<file path="config.mk">
export PLATFORM = sky130hd
export DESIGN_NAME = bp_update_sched_flat
export DESIGN_NICKNAME = d
export VERILOG_FILES = /design/src/rtl/bp_update_sched_if.sv /design/src/rtl/bp_update_sched.sv /design/src/flat_wrapper.sv
export SDC_FILE = /design/constraint.sdc
export NUM_CORES = 1
export LEC_CHECK = 0
export CAP_MARGIN = 20
export CORE_UTILIZATION = 53
export DETAILED_ROUTE_END_ITERATION = 16
export MAX_ROUTING_LAYER = met4
export PLACE_DENSITY = 0.77
export SLEW_MARGIN = 20
export SYNTH_ARGS = -nofsm -noshare
export SYNTH_HDL_FRONTEND = slang
export SYNTH_SLANG_ARGS = --single-unit
export TNS_END_PERCENT = 20
</file>
<file path="constraint.sdc">
create_clock -name clk -period 3.8 [get_ports clk]
set_clock_uncertainty 0.15 [all_clocks]
set_input_delay 0.38 -clock clk [delete_from_list [all_inputs] [get_ports clk]]
set_output_delay 0.38 -clock clk [all_outputs]
set_load 0.005 [all_outputs]
</file>
<file path="src/rtl/bp_update_sched_if.sv">
// Retire-to-update bundle for bp_update_sched.
// master: retire stage / predictor side; slave: the scheduler itself.
interface bp_update_sched_if #(
  parameter int PHT_W = 7,
  parameter int BHT_W = 4,
  parameter int CNT_W = 3
);
  logic             r0_valid;
  logic [PHT_W-1:0] r0_pht_idx;
  logic [BHT_W-1:0] r0_bht_idx;
  logic             r0_taken;
  logic             r1_valid;
  logic [PHT_W-1:0] r1_pht_idx;
  logic [BHT_W-1:0] r1_bht_idx;
  logic             r1_taken;
  logic             retire_ready;
  logic             upd_en;
  logic [PHT_W-1:0] upd_pht_idx;
  logic [BHT_W-1:0] upd_bht_idx;
  logic             upd_taken;
  logic             clr_en;
  logic [PHT_W-1:0] clr_pht_idx;
  logic             clr_bht_en;
  logic [BHT_W-1:0] clr_bht_idx;
  logic             init_busy;
  logic [CNT_W-1:0] q_count;

  modport master (
    output r0_valid, r0_pht_idx, r0_bht_idx, r0_taken,
    output r1_valid, r1_pht_idx, r1_bht_idx, r1_taken,
    input  retire_ready, upd_en, upd_pht_idx, upd_bht_idx, upd_taken,
    input  clr_en, clr_pht_idx, clr_bht_en, clr_bht_idx, init_busy, q_count
  );

  modport slave (
    input  r0_valid, r0_pht_idx, r0_bht_idx, r0_taken,
    input  r1_valid, r1_pht_idx, r1_bht_idx, r1_taken,
    output retire_ready, upd_en, upd_pht_idx, upd_bht_idx, upd_taken,
    output clr_en, clr_pht_idx, clr_bht_en, clr_bht_idx, init_busy, q_count
  );
endinterface

</file>
<file path="src/rtl/bp_update_sched.sv">
// Branch predictor update scheduler: clears BHT/PHT after reset, then
// serialises up to two retired branch resolutions per cycle into a single
// update per cycle through a small FIFO.
module bp_update_sched #(
  parameter int DEPTH       = 4,
  parameter int PHT_ENTRIES = 128,
  parameter int BHT_ENTRIES = 16,
  parameter int PHT_W       = 7,
  parameter int BHT_W       = 4
) (
  input  logic               clk,
  input  logic               reset,
  bp_update_sched_if.slave   bus
);
  localparam int PTR_W = $clog2(DEPTH);
  localparam int CNT_W = PTR_W + 1;
  localparam logic [PHT_W-1:0] PHT_LAST  = PHT_W'(PHT_ENTRIES - 1);
  localparam logic [PHT_W-1:0] BHT_LAST  = PHT_W'(BHT_ENTRIES - 1);
  localparam logic [CNT_W-1:0] READY_MAX = CNT_W'(DEPTH - 2);

  typedef enum logic {INIT, RUN} state_t;

  typedef struct packed {
    logic [PHT_W-1:0] pht;
    logic [BHT_W-1:0] bht;
    logic             taken;
  } entry_t;

  state_t           state;
  logic [PHT_W-1:0] sweep_cnt;
  entry_t           mem [DEPTH];
  logic [PTR_W-1:0] head;
  logic [PTR_W-1:0] tail;
  logic [CNT_W-1:0] count;

  logic             in_run;
  logic             in_init;
  logic             ready;
  logic             push0;
  logic             push1;
  logic             pop;
  logic [CNT_W-1:0] n_push;
  entry_t           r0_entry;
  entry_t           r1_entry;
  entry_t           head_entry;

  // Outputs are forced to zero while reset is held, so state is gated by it.
  assign in_run   = (state == RUN)  && !reset;
  assign in_init  = (state == INIT) && !reset;
  assign ready    = in_run && (count <= READY_MAX);
  assign push0    = bus.r0_valid && ready;
  assign push1    = bus.r1_valid && ready;
  assign pop      = in_run && (count != '0);
  assign n_push   = CNT_W'(push0) + CNT_W'(push1);
  assign r0_entry = {bus.r0_pht_idx, bus.r0_bht_idx, bus.r0_taken};
  assign r1_entry = {bus.r1_pht_idx, bus.r1_bht_idx, bus.r1_taken};
  assign head_entry = mem[head];

  assign bus.retire_ready = ready;
  assign bus.upd_en       = pop;
  assign bus.upd_pht_idx  = pop ? head_entry.pht : '0;
  assign bus.upd_bht_idx  = pop ? head_entry.bht : '0;
  assign bus.upd_taken    = pop && head_entry.taken;
  assign bus.clr_en       = in_init;
  assign bus.clr_pht_idx  = in_init ? sweep_cnt : '0;
  assign bus.clr_bht_en   = in_init && (sweep_cnt <= BHT_LAST);
  assign bus.clr_bht_idx  = in_init ? sweep_cnt[BHT_W-1:0] : '0;
  assign bus.init_busy    = in_init;
  assign bus.q_count      = reset ? '0 : count;

  // Clear-sweep FSM: PHT_ENTRIES cycles of INIT, then RUN until reset.
  // NOTE: all state is updated with <= so every register samples pre-edge values.
  always_ff @(posedge clk) begin
    if (reset) begin
      state     <= INIT;
      sweep_cnt <= '0;
    end else if (state == INIT) begin
      sweep_cnt <= sweep_cnt + PHT_W'(1);
      if (sweep_cnt == PHT_LAST) state <= RUN;
    end
  end

  // Queue pointers and occupancy; one pop per cycle, up to two pushes.
  always_ff @(posedge clk) begin
    if (reset) begin
      head  <= '0;
      tail  <= '0;
      count <= '0;
    end else begin
      if (pop) head <= head + PTR_W'(1);
      tail  <= tail + PTR_W'(n_push);
      count <= count + n_push - CNT_W'(pop);
    end
  end

  // Queue storage; slot 0 always lands ahead of slot 1 to keep program order.
  // NOTE: storage has no reset; count gates every read so stale data is never issued.
  always_ff @(posedge clk) begin
    if (push0 && push1) begin
      mem[tail]               <= r0_entry;
      mem[tail + PTR_W'(1)]   <= r1_entry;
    end else if (push0) begin
      mem[tail] <= r0_entry;
    end else if (push1) begin
      mem[tail] <= r1_entry;
    end
  end
endmodule

</file>
<file path="src/flat_wrapper.sv">
// flat-port wrapper written by rule: the top's interface ports become plain ports
module bp_update_sched_flat 
#(
  parameter int DEPTH       = 4,
  parameter int PHT_ENTRIES = 128,
  parameter int BHT_ENTRIES = 16,
  parameter int PHT_W       = 7,
  parameter int BHT_W       = 4
)
  (clk, reset, bus_r0_valid, bus_r0_pht_idx, bus_r0_bht_idx, bus_r0_taken, bus_r1_valid, bus_r1_pht_idx, bus_r1_bht_idx, bus_r1_taken, bus_retire_ready, bus_upd_en, bus_upd_pht_idx, bus_upd_bht_idx, bus_upd_taken, bus_clr_en, bus_clr_pht_idx, bus_clr_bht_en, bus_clr_bht_idx, bus_init_busy, bus_q_count);
  bp_update_sched_if #(.PHT_W(PHT_W), .BHT_W(BHT_W), .CNT_W((3))) bus_i ();
  input  logic clk;
  input  logic reset;
  input wire logic [$bits(bus_i.r0_valid)-1:0] bus_r0_valid;
  input wire logic [$bits(bus_i.r0_pht_idx)-1:0] bus_r0_pht_idx;
  input wire logic [$bits(bus_i.r0_bht_idx)-1:0] bus_r0_bht_idx;
  input wire logic [$bits(bus_i.r0_taken)-1:0] bus_r0_taken;
  input wire logic [$bits(bus_i.r1_valid)-1:0] bus_r1_valid;
  input wire logic [$bits(bus_i.r1_pht_idx)-1:0] bus_r1_pht_idx;
  input wire logic [$bits(bus_i.r1_bht_idx)-1:0] bus_r1_bht_idx;
  input wire logic [$bits(bus_i.r1_taken)-1:0] bus_r1_taken;
  output wire logic [$bits(bus_i.retire_ready)-1:0] bus_retire_ready;
  output wire logic [$bits(bus_i.upd_en)-1:0] bus_upd_en;
  output wire logic [$bits(bus_i.upd_pht_idx)-1:0] bus_upd_pht_idx;
  output wire logic [$bits(bus_i.upd_bht_idx)-1:0] bus_upd_bht_idx;
  output wire logic [$bits(bus_i.upd_taken)-1:0] bus_upd_taken;
  output wire logic [$bits(bus_i.clr_en)-1:0] bus_clr_en;
  output wire logic [$bits(bus_i.clr_pht_idx)-1:0] bus_clr_pht_idx;
  output wire logic [$bits(bus_i.clr_bht_en)-1:0] bus_clr_bht_en;
  output wire logic [$bits(bus_i.clr_bht_idx)-1:0] bus_clr_bht_idx;
  output wire logic [$bits(bus_i.init_busy)-1:0] bus_init_busy;
  output wire logic [$bits(bus_i.q_count)-1:0] bus_q_count;
  assign bus_i.r0_valid = bus_r0_valid;
  assign bus_i.r0_pht_idx = bus_r0_pht_idx;
  assign bus_i.r0_bht_idx = bus_r0_bht_idx;
  assign bus_i.r0_taken = bus_r0_taken;
  assign bus_i.r1_valid = bus_r1_valid;
  assign bus_i.r1_pht_idx = bus_r1_pht_idx;
  assign bus_i.r1_bht_idx = bus_r1_bht_idx;
  assign bus_i.r1_taken = bus_r1_taken;
  assign bus_retire_ready = bus_i.retire_ready;
  assign bus_upd_en = bus_i.upd_en;
  assign bus_upd_pht_idx = bus_i.upd_pht_idx;
  assign bus_upd_bht_idx = bus_i.upd_bht_idx;
  assign bus_upd_taken = bus_i.upd_taken;
  assign bus_clr_en = bus_i.clr_en;
  assign bus_clr_pht_idx = bus_i.clr_pht_idx;
  assign bus_clr_bht_en = bus_i.clr_bht_en;
  assign bus_clr_bht_idx = bus_i.clr_bht_idx;
  assign bus_init_busy = bus_i.init_busy;
  assign bus_q_count = bus_i.q_count;
  bp_update_sched #(.DEPTH(DEPTH), .PHT_ENTRIES(PHT_ENTRIES), .BHT_ENTRIES(BHT_ENTRIES), .PHT_W(PHT_W), .BHT_W(BHT_W)) u_core (.clk(clk), .reset(reset), .bus(bus_i));
endmodule
</file>
==> metrics.md, run 1 <==
| Metric | Value |
|---|---|
| Final Setup Violations | `0` |
| Yosys warnings | `0` |
| Worst Path Required | `approximately 3.9 ns` |
| GPL Wtd Cong | `between 0.8 and 0.9` |
| Hold_buf cts | `0` |
| ANT nets after route | `0` |
| GRT Max-Usage Layer | `met2` |
| Sink Count | `65` |
| TritonCTS buffer count | `9` |
| Clock Pin Slew Worst Setup and Hold Paths | `0.07 ns` |
| Post-Syn Area per Cell | `13.9 um2` |
| Drt drc | `0` |
| Crit end category | `register` |
| Final core occ | `between 60 and 70%` |
| Final worst-path cycle share | `between 70% and 80%` |
| Met2 Use GR | `36.2%` |
| Fill cells | `between 400 and 500` |
| ANT cells | `0` |
| Initial Util | `a little over half` |
| Pwr dens | `about 330 nW/um2` |
| Post-CTS Resized | `0` |
| GR Util All Layers | `between 20% and 30%` |
| First-pass GRT wire length | `approximately 11 mm` |
| Met3 usage | `5.67%` |
| I/O pin total | `between 50 and 60` |
| Slew headroom | `59.1%` |
| Clock Path Buffers | `2` |
| Sequential Power Share | `roughly 55%` |
| DRT Pass-1 Iters | `4` |
| Via count | `approximately 2.2k` |
| Worst-Skew Late Latency | `approximately 0.34 ns` |
| Synth Net Count | `~290` |
| Vias in the first global route | `2234` |
| Worst Max-Slew Pin Slew | `0.613 ns` |
| Synth cell types | `42` |
| Unrepaired setup endpoints after global routing | `false` |
| Clock tree root buffer cell | `clkbuf_8` |
| Leakage | `around 1.6 nW` |
| Post-CTS Setup Repair Bufs | `0` |
| Maximum VDD drop | `between 0.2 and 0.3 mV` |
| Sw Share | `between 20% and 30%` |
| Chip height | `83.1 um` |
| Buffers on Ports | `58` |
| Status | `complete, no violations` |
| F_max | `approximately 0.35 GHz` |
| Worst Hold Class | `reg2reg` |
| Final Critical Period | `around 2.9 ns` |
| Psw | `between 0.0002 and 0.0003 W` |
| Routed wire length per instance | `about 17 um` |
| Core Region | `around 6300 um2` |
| Met1 Use GR | `about a quarter` |
| Placed cell areas | `about 4100 um2` |
| Pins Over Slew Limit | `0` |
| Grt ovf | `0` |
| Hold Slack | `0.350 ns` |
| Cell Area, Synth | `about 3500 um2` |
| Clock group share of total power | `between 30% and 40%` |
| Final Hold Vio Count | `0` |
| Share of layout cells above drive strength 1 | `between 10% and 20%` |
| Largest net degree at the start of global routing | `20` |
| P&R area growth vs syn | `23.4%` |
| CP Class | `reg2reg` |
| Drt via density | `5.71` |
| CTS tree | `yes` |
| Crit-path max FO | `11` |
| Startpoint types | `register` |
| DR iter-0 viols | `around 110` |
| Cell-internal power | `0.00111 W` |
| Final wirelength | `6.82 mm` |
| Comb power frac | `under 10%` |
| Post-route setup TNS | `0 ns` |
| Htree depth | `3` |
| Setup WS pre-CTS | `0.674 ns` |
| Die Span X | `about 83 um` |
| Site Rows | `29` |
| Post-layout nets | `~350` |
| Max-cap violation count | `0` |
| Initial antenna violation count | `0` |
| Critical path data arrival time | `2.95 ns` |
| Syn Inst Count | `250` |
| Register bit total from synthesis | `between 60 and 70` |
| Register area share after synthesis | `between 50% and 60%` |
| Die ar. | `between 6000 and 7000 um2` |
| Finished Cell Area | `4300 um2` |
| Worst setup margin | `between 0.9 and 1 ns` |
| Dpl hpwl | `around 4.6 mm` |
==> worst max-delay path, cell delays in order (launching register included) <==
cell and delay, ns:
dfxtp_1 0.54, nor2b_1 0.22, and3b_1 0.26, and2_1 0.19, ha_1 0.35, inv_1 0.08, ha_1 0.27, inv_1 0.05
fa_1 0.42, xnor2_1 0.17, nor2_1 0.05
==> final timing paths <==
kind / from / endpoint / slack [ns] / cells after the start
worst max-delay path: u_core.state / u_core.count[2] / 0.93 / 10
worst max register to register: u_core.state / u_core.count[2] / 0.93 / 10
worst min register to register: u_core.head[0] / register / 0.35 / 1
worst min-delay path: u_core.head[0] / register / 0.35 / 1
==> metrics by stage <==
| step | power [W] | std cells |
|---|---|---|
| after floorplan | 0.000818 | 250 |
| after global placement | 0.000866 | 375 |
| after detailed placement | 0.000869 | 375 |
| after CTS | 0.00141 | 391 |
| after global routing | 0.00145 | 391 |
| final | 0.00141 | 391 |
==> cells in the mapped netlist (all sizes together) <==
cell type,count,area [um2]
dfxtp,17,340
xor2,6,52.6
buf,16,120
mux2i,3,30.0
o211a,1,10.0
a21oi,2,10.0
edfxtp,48,1440
or3,3,18.8
clkbuf,4,15.0
and3,12,75.1
nand4,2,12.5
inv,9,33.8
nor2b,6,37.5
mux2,48,578
xnor2,3,26.3
mux4,12,270
o31ai,1,7.51
o311ai,1,8.76
nand2b,3,18.8
fa,1,20.0
nor2,15,63.8
nor3,1,5.00
and3b,2,18.8
a31oi,3,31.3
a21o,1,7.51
and2,9,56.3
nand4b,2,17.5
nand2,5,18.8
o21ba,1,10.0
a211oi,2,15.0
nand3,1,5.00
o21ai,2,10.0
ha,8,100
==> power groups by stage <==
stage          logic (W)  clock network (W)  registers [W]
4_1_cts        0.0000878           0.000561       0.000766
3_5_place_dp   0.0000865                  0       0.000782
6_report       0.0000873           0.000552       0.000766
2_1_floorplan  0.0000373                  0       0.000781
5_1_grt        0.0000947           0.000590       0.000766
3_3_place_gp   0.0000842                  0       0.000782
==> layout make-up <==
cell class              count  area [um2]  share of cell area (%)
inverters                   9        33.8                   0.785
repair buffers             68         656                    15.2
multi-input cells         156        1550                    36.0
well taps                  77        96.3                    2.24
clock buffers              14         174                    4.04
flip-flops and latches     65        1780                    41.4
clock inverters             2        11.3                   0.262
==> kinds of logic after synthesis <==
group	after synthesis	share of synthesized area [%]
xor gates and xnor gates	9	2.26
buffers and inverters	29	4.85
AOI/OAI and AO/OA	14	3.16
adders and majority gates	9	3.45
DFF	65	51.1
and+or+nand+nor	61	9.98
muxes	63	25.2
==> state kept, by name, indices dropped and copies added, names as in the netlist, named ones only <==
name	flops
u_core.head	2
u_core.state	1
u_core.sweep_cnt	7
u_core.tail	2
u_core.mem	48
u_core.count	3
==> per-layer routing <==
metal / routed length, um / part of all wire (%)
met5: 0 / 0
met4: 87 / 1.3
met3: 257 / 3.8
met2: 3570 / 52
met1: 2910 / 43
==> placed cells by master, fill, tap and decap left out, types with 2 or more instances in the layout <==
master           count
clkdlybuf4s50_1     58
ha_1                 8
buf_4               10
mux2_2               6
clkbuf_8            10
nor2b_1              6
a211oi_2             2
nand2b_1             3
and3_1              12
mux2_1              32
clkbuf_1             3
mux2i_1              3
nand4_1              2
nand2_1              5
a21oi_1              2
xor2_1               6
mux2_4              10
mux4_2              12
and2_1               9
a31oi_2              2
or3_1                3
nand4b_1             2
xnor2_1              3
inv_1                8
dfxtp_1             17
edfxtp_1            48
o21ai_0              2
nor2_1              14
Note: power is estimated with default switching activity, not from simulation.
==> run 2, diff against run 1 <==
CORE_UTILIZATION = 48   (was 53)
PLACE_DENSITY = 0.73   (was 0.77)
clock period = 2.61 ns   (was 3.8 ns; I/O delays follow)
==> run 2 against run 1 <==
- sequential cell count did not move
- via count is 0.36% higher
- count of clock-buffer cells in the layout is 5 lower
- critical path depth shrank 6
- combinational power grew 45%
- worst hold slack got worse by 0.016 ns
- non-clock buffer count up 14
- largest power group unchanged
==> metrics.md, run 2 (synthesis gave the netlist of run 1 again) <==
| Metric | Value |
|---|---|
| Slowest Stage Delay on Critical Path | `0.52 ns (was 0.54 ns)` |
| Largest net degree at the start of global routing | `20 (unchanged)` |
| Reg2reg start | `u_core.state (unchanged)` |
| Critical path data arrival time | `2.07 ns (was 2.95 ns)` |
| Drt via density | `5.29 (was 5.71)` |
| Crit-path max FO | `12 (was 11)` |
| Via count | `2242 (was 2234)` |
| Maximum VDD drop | `0.330 mV (was 0.270 mV)` |
| Initial Util | `50.5% (was 54.9%)` |
| Sink Count | `65 (unchanged)` |
| Drt drc | `0 (unchanged)` |
| Post-CTS Setup Repair Bufs | `0 (unchanged)` |
| Leakage | `1.68 nW (was 1.61 nW)` |
| Final Critical Period | `between 2 and 2.5 ns` |
| Critical path buffers and inverters | `2 (unchanged)` |
| Worst Path Required | `2.20 ns (was 3.88 ns)` |
| Post-layout nets | `360 (was 346)` |
| Vias in the first global route | `2254 (was 2234)` |
| Worst Max-Slew Pin Slew | `0.462 ns (was 0.613 ns)` |
| Routed wire length per instance | `16.7 um (was 17.5 um)` |
| F_max | `roughly 0.4 GHz` |
| Chip height | `87.2 um (was 83.1 um)` |
| Critical path cell sequence | `buf_6 -> mux4_2 -> and3_1 -> clkdlybuf4s50_1 (was nor2b_1 -> and3b_1 -> and2_1 -> ha_1 -> inv_1 -> ha_1 -> inv_1 -> fa_1 -> xnor2_1 -> nor2_1)` |
| DRT Pass-1 Iters | `4 (unchanged)` |
| Critical-path top delay cell | `mux4_2 (was dfxtp_1)` |
| Die Span X | `87.2 um (was 83.1 um)` |
| R2r worst-path depth | `10 (unchanged)` |
| Worst Hold Class | `reg2reg (unchanged)` |
| Die ar. | `7610 um2 (was 6910 um2)` |
| Final worst-path cycle share | `95.1%` |
| Initial antenna violation count | `0 (unchanged)` |
| Final wirelength | `7.07 mm (was 6.82 mm)` |
| R2r setup slk | `0.20 ns (was 0.93 ns)` |
| Clock Path Buffers | `2 (unchanged)` |
| Max-cap violation count | `0 (unchanged)` |
| Fill cells | `530 (was 455)` |
| Sequential cell area | `1780 um2 (unchanged)` |
| Pwr dens | `460 nW/um2 (was 327 nW/um2)` |
| P&R area growth vs syn | `28.4% (was 23.4%)` |
| Crit end category | `output pin (was register)` |
| Hold path depth | `1 (unchanged)` |
| Htree depth | `3 (unchanged)` |
| Dpl hpwl | `5.03 mm (was 4.58 mm)` |
| GR Util All Layers | `21.4% (was 21.8%)` |
| Status | `complete, no violations (unchanged)` |
| Post-Layout Cell Count | `424 (was 391)` |
| Clock Pin Slew Worst Setup and Hold Paths | `0.07 ns (about the same)` |
| Reg2reg end | `u_core.count[2] (unchanged)` |
| Slew headroom | `69.1% (was 59.1%)` |
| CTS tree | `yes (unchanged)` |
| Most common cell after layout, fill and taps aside | `clkdlybuf4s50_1 (unchanged)` |
| Hold Slack | `0.334 ns (was 0.350 ns)` |
| Share of layout cells above drive strength 1 | `22.9% (was 19.1%)` |
| Startpoint types | `register (unchanged)` |
| First-pass GRT wire length | `11.4 mm (was 11.1 mm)` |
| Largest register FFs | `48 (unchanged)` |
| Final Hold Vio Count | `0 (unchanged)` |
| ANT nets after route | `0 (unchanged)` |
| CP Class | `reg2out (was reg2reg)` |
| Buffers on Ports | `58 (unchanged)` |
| Placed insts | `408 (was 375)` |
| GPL Wtd Cong | `0.792 (was 0.839)` |
| Delay-heaviest family, CP | `buffers and inverters (was adder cells)` |
| Grt ovf | `0 (unchanged)` |
| Site Rows | `30 (was 29)` |
| Multi-input logic area | `1550 um2 (about the same)` |
| Unrepaired setup endpoints after global routing | `false (unchanged)` |
| DR iter-0 viols | `87 (was 105)` |
| Worst-Skew Late Latency | `0.34 ns (about the same)` |
| Registers with the most flip-flops | `u_core.mem x48, u_core.sweep_cnt x7, u_core.count x3 (unchanged)` |
| Core Region | `6910 um2 (was 6350 um2)` |
| ANT cells | `0 (unchanged)` |
| Commonest non-fill, non-tap cells in the layout | `clkdlybuf4s50_1 (58), edfxtp_1 (48), mux2_1 (32) (unchanged)` |
| Clock tree root buffer cell | `clkbuf_8 (unchanged)` |
| Hold Crit Start | `u_core.head[0] (unchanged)` |
| Largest Register | `u_core.mem (unchanged)` |
| Pins Over Slew Limit | `0 (unchanged)` |
| I/O pin total | `59 (unchanged)` |
| TritonCTS buffer count | `9 (unchanged)` |
| Final Setup Violations | `0 (unchanged)` |
==> run 2: how the worst max path moves through the flow <==
stage                             from  cells past startpoint                to
after global placement           reset                      9  u_core.mem[1][5]
after detailed placement         reset                      9  u_core.mem[1][5]
after floorplan           u_core.state                      8  u_core.mem[1][0]
final                         register                      4     bus_upd_taken
after CTS                     register                      4     bus_upd_taken
after global routing      u_core.state                     10   u_core.count[2]
==> run 2: per-stage QoR <==
stage	utilization [%]	cell area [um2]	power [W]	setup TNS, ns	worst slack, ns
floorplan	-	3490	0.00119	-7.92	-0.287
global placement	62.0	4280	0.00126	-4.54	-0.159
detailed placement	62.0	4280	0.00127	-6.66	-0.188
CTS	64.7	4470	0.00208	0	0.0224
global route	64.8	4480	0.00213	0	0.0239
finish	64.8	4480	0.00206	0	0.128
==> run 2: power by group <==
part / internal [W] / leakage [nW] / switching, W
logic: 0.0000819 / 1.02 / 0.0000455
clock network: 0.000429 / 0.0877 / 0.000388
registers: 0.00111 / 0.569 / 0.00000550
==> run 2: layer usage <==
layer	vias up	share of wire, %	GRT usage (%)
li1	1076	-	-
met1	1078	45	27.2
met2	69	48	32.7
met3	19	4.2	3.98
met4	0	2.3	11.5
met5	-	0	-
==> run 2: worst register-to-register path, delay by kind of cell (launching register included) <==
family                     cells  cell delay (ns)
adders and majority gates      3             0.89
and+or+nand+nor                4             0.65
DFF                            1             0.33
xor gates and xnor gates       1             0.16
buffers and inverters          2             0.10
==> run 2: area by class of cell <==
type	instances	area share (%)
Clock buffer	9	2.77
Clock inverter	7	1.37
Inverter	9	0.755
Multi-Input combinational cell	156	34.7
Sequential cell	65	39.8
Tap cell	96	2.68
Timing Repair Buffer	82	17.9
==> run 2: repair_timing <==
action,CTS,global route
gates resized for setup,0,2
endpoints found under the setup margin,0,6
hold buffers,0,0
==> run 3, diff against run 2 <==
CORE_UTILIZATION = 55   (was 48)
PLACE_DENSITY = 0.79   (was 0.73)
clock period = 3.1 ns   (was 2.61 ns; I/O delays follow)
==> run 3 against run 2 <==
- global-route usage grew 3.1 points
- register-to-register slack better by 0.29 ns
- sequential power fell by 16%
- power is 18% lower
- sequential cell count is the same
- worst hold slack improved by 0.0049 ns
- largest cell class unchanged
- largest power group unchanged
- highest routed layer unchanged
==> metrics.md, run 3 (synthesis gave the netlist of run 1 again) <==
| Metric | Value |
|---|---|
| Critical path cell sequence | `clkdlybuf4s50_1 -> nor2b_1 -> and3b_1 -> and2_1 -> ha_1 -> inv_1 -> ha_1 -> inv_1 -> fa_1 -> xnor2_1 -> nor2_1 (was buf_6 -> mux4_2 -> and3_1 -> clkdlybuf4s50_1)` |
| Share of layout cells above drive strength 1 | `20.4% (was 22.9%)` |
| Status | `complete, no violations (unchanged)` |
| Maximum VDD drop | `0.293 mV (was 0.330 mV)` |
| Hold_buf cts | `0 (unchanged)` |
| ANT nets after route | `0 (unchanged)` |
| Registers with the most flip-flops | `u_core.mem x48, u_core.sweep_cnt x7, u_core.count x3 (unchanged)` |
| Initial Util | `57.8% (was 50.5%)` |
| Pwr dens | `391 nW/um2 (was 460 nW/um2)` |
| Crit-path max FO | `8 (was 12)` |
| Critical-path top delay cell | `fa_1 (was mux4_2)` |
| Placed insts | `377 (was 408)` |
| Max-cap violation count | `0 (unchanged)` |
| Buffers on Ports | `58 (unchanged)` |
| Largest Register | `u_core.mem (unchanged)` |
| Startpoint types | `primary input (was register)` |
| Clock Pin Slew Worst Setup and Hold Paths | `0.07 ns (about the same)` |
| P&R area growth vs syn | `24.3% (was 28.4%)` |
| Slowest Stage Delay on Critical Path | `0.43 ns (was 0.52 ns)` |
| Dpl hpwl | `4.79 mm (was 5.03 mm)` |
| Slew headroom | `57.7% (was 69.1%)` |
| Final Hold Vio Count | `0 (unchanged)` |
| CTS tree | `yes (unchanged)` |
| F_max | `between 0.3 and 0.4 GHz` |
| Via count | `2200 (was 2242)` |
| Clock tree root buffer cell | `clkbuf_8 (unchanged)` |
| Sequential cell area | `1780 um2 (unchanged)` |
| Site Rows | `28 (was 30)` |
| Post-CTS Setup Repair Bufs | `0 (unchanged)` |
| DR iter-0 viols | `90 (was 87)` |
| Worst-Skew Late Latency | `0.34 ns (about the same)` |
| Vias in the first global route | `2218 (was 2254)` |
| Grt ovf | `0 (unchanged)` |
| Chip height | `81.6 um (was 87.2 um)` |
| Final Setup Violations | `0 (unchanged)` |
| Htree depth | `3 (unchanged)` |
| Commonest non-fill, non-tap cells in the layout | `clkdlybuf4s50_1 (58), edfxtp_1 (48), mux2_1 (32) (unchanged)` |
| Worst Max-Slew Pin Slew | `0.633 ns (was 0.462 ns)` |
| R2r setup slk | `0.49 ns (was 0.20 ns)` |
| Pins Over Slew Limit | `0 (unchanged)` |
| GR Util All Layers | `24.6% (was 21.4%)` |
| Post-CTS Resized | `0 (unchanged)` |
| Most common cell after layout, fill and taps aside | `clkdlybuf4s50_1 (unchanged)` |
| Die Span X | `81.6 um (was 87.2 um)` |
| Final worst-path cycle share | `between 80% and 90%` |
| Largest register FFs | `48 (unchanged)` |
| Largest net degree at the start of global routing | `20 (unchanged)` |
| Post-layout nets | `350 (was 360)` |
| DRT Pass-1 Iters | `4 (unchanged)` |
| Core Region | `6030 um2 (was 6910 um2)` |
| Critical path data arrival time | `2.73 ns (was 2.07 ns)` |
| Final Critical Period | `approximately 2.6 ns` |
| Crit end category | `register (was output pin)` |
| TritonCTS buffer count | `9 (unchanged)` |
| Worst Path Required | `3.18 ns (was 2.20 ns)` |
| I/O pin total | `59 (unchanged)` |
| Initial antenna violation count | `0 (unchanged)` |
| Drt via density | `5.60 (was 5.29)` |
| CP Class | `in2reg (was reg2out)` |
| Leakage | `1.64 nW (was 1.68 nW)` |
| Die ar. | `6660 um2 (was 7610 um2)` |
| Post-route setup TNS | `0 ns (unchanged)` |
| Drt drc | `0 (unchanged)` |
| Fill cells | `421 (was 530)` |
| Final wirelength | `7.03 mm (was 7.07 mm)` |
| GPL Wtd Cong | `0.744 (was 0.792)` |
| Sink Count | `65 (unchanged)` |
| Final core occ | `71.9% (was 64.8%)` |
| Unrepaired setup endpoints after global routing | `false (unchanged)` |
| Routed wire length per instance | `17.9 um (was 16.7 um)` |
| Delay-heaviest family, CP | `adder cells (was buffers and inverters)` |
| First-pass GRT wire length | `11.2 mm (was 11.4 mm)` |
| Clock Path Buffers | `2 (unchanged)` |
| Worst Hold Class | `reg2reg (unchanged)` |
| Post-Layout Cell Count | `393 (was 424)` |
| Multi-input logic area | `1550 um2 (about the same)` |
| ANT cells | `0 (unchanged)` |
| Critical path buffers and inverters | `3 (was 2)` |
==> run 3: worst register-to-register path, cell delays in order, from the launching register on <==
cell and delay [ns]:
dfxtp_1 0.34, nor2b_1 0.18, and3b_1 0.27, and2_1 0.18, ha_1 0.34, inv_1 0.08
ha_1 0.27, inv_1 0.05, fa_1 0.43, xnor2_1 0.16, nor2_1 0.06
==> run 3: stage by stage <==
step / total power (W) / cell area [um2] / hold WS [ns] / setup slack, ns
6_report: 0.00170 / 4330 / 0.339 / 0.453
2_1_floorplan: 0.00100 / 3490 / 0.296 / 0.203
3_3_place_gp: 0.00106 / 4160 / 0.312 / 0.184
5_1_grt: 0.00176 / 4330 / 0.378 / 0.263
4_1_cts: 0.00170 / 4330 / 0.344 / 0.456
3_5_place_dp: 0.00107 / 4160 / 0.322 / 0.112
==> run 3: layer usage <==
layer | GRT usage [%] | share of wire (%)
met1 | 30.2 | 42
met2 | 40.1 | 52
met3 | 5.22 | 4.6
met4 | 9.12 | 1.5
met5 | - | 0
==> run 3: power breakdown <==
part           switching (W)  internal (W)  total (W)
clock               0.000315      0.000332   0.000647
sequential        0.00000466      0.000935   0.000939
combinational      0.0000394     0.0000690   0.000108
==> run 3: area by class of cell <==
type | instances | area share, %
Clock buffer | 13 | 3.67
Clock inverter | 3 | 0.375
Inverter | 9 | 0.780
Multi-Input combinational cell | 156 | 35.8
Sequential cell | 65 | 41.1
Tap cell | 75 | 2.17
Timing Repair Buffer | 72 | 16.1
==> run 3: final timing paths <==
path	startpoint	end	depth (start not counted)
setup reg to reg	u_core.state	u_core.count[2]	10
hold reg to reg	u_core.head[0]	u_core.head[0]	1
hold / removal	u_core.head[0]	u_core.head[0]	1
setup / recovery	reset	u_core.count[2]	11
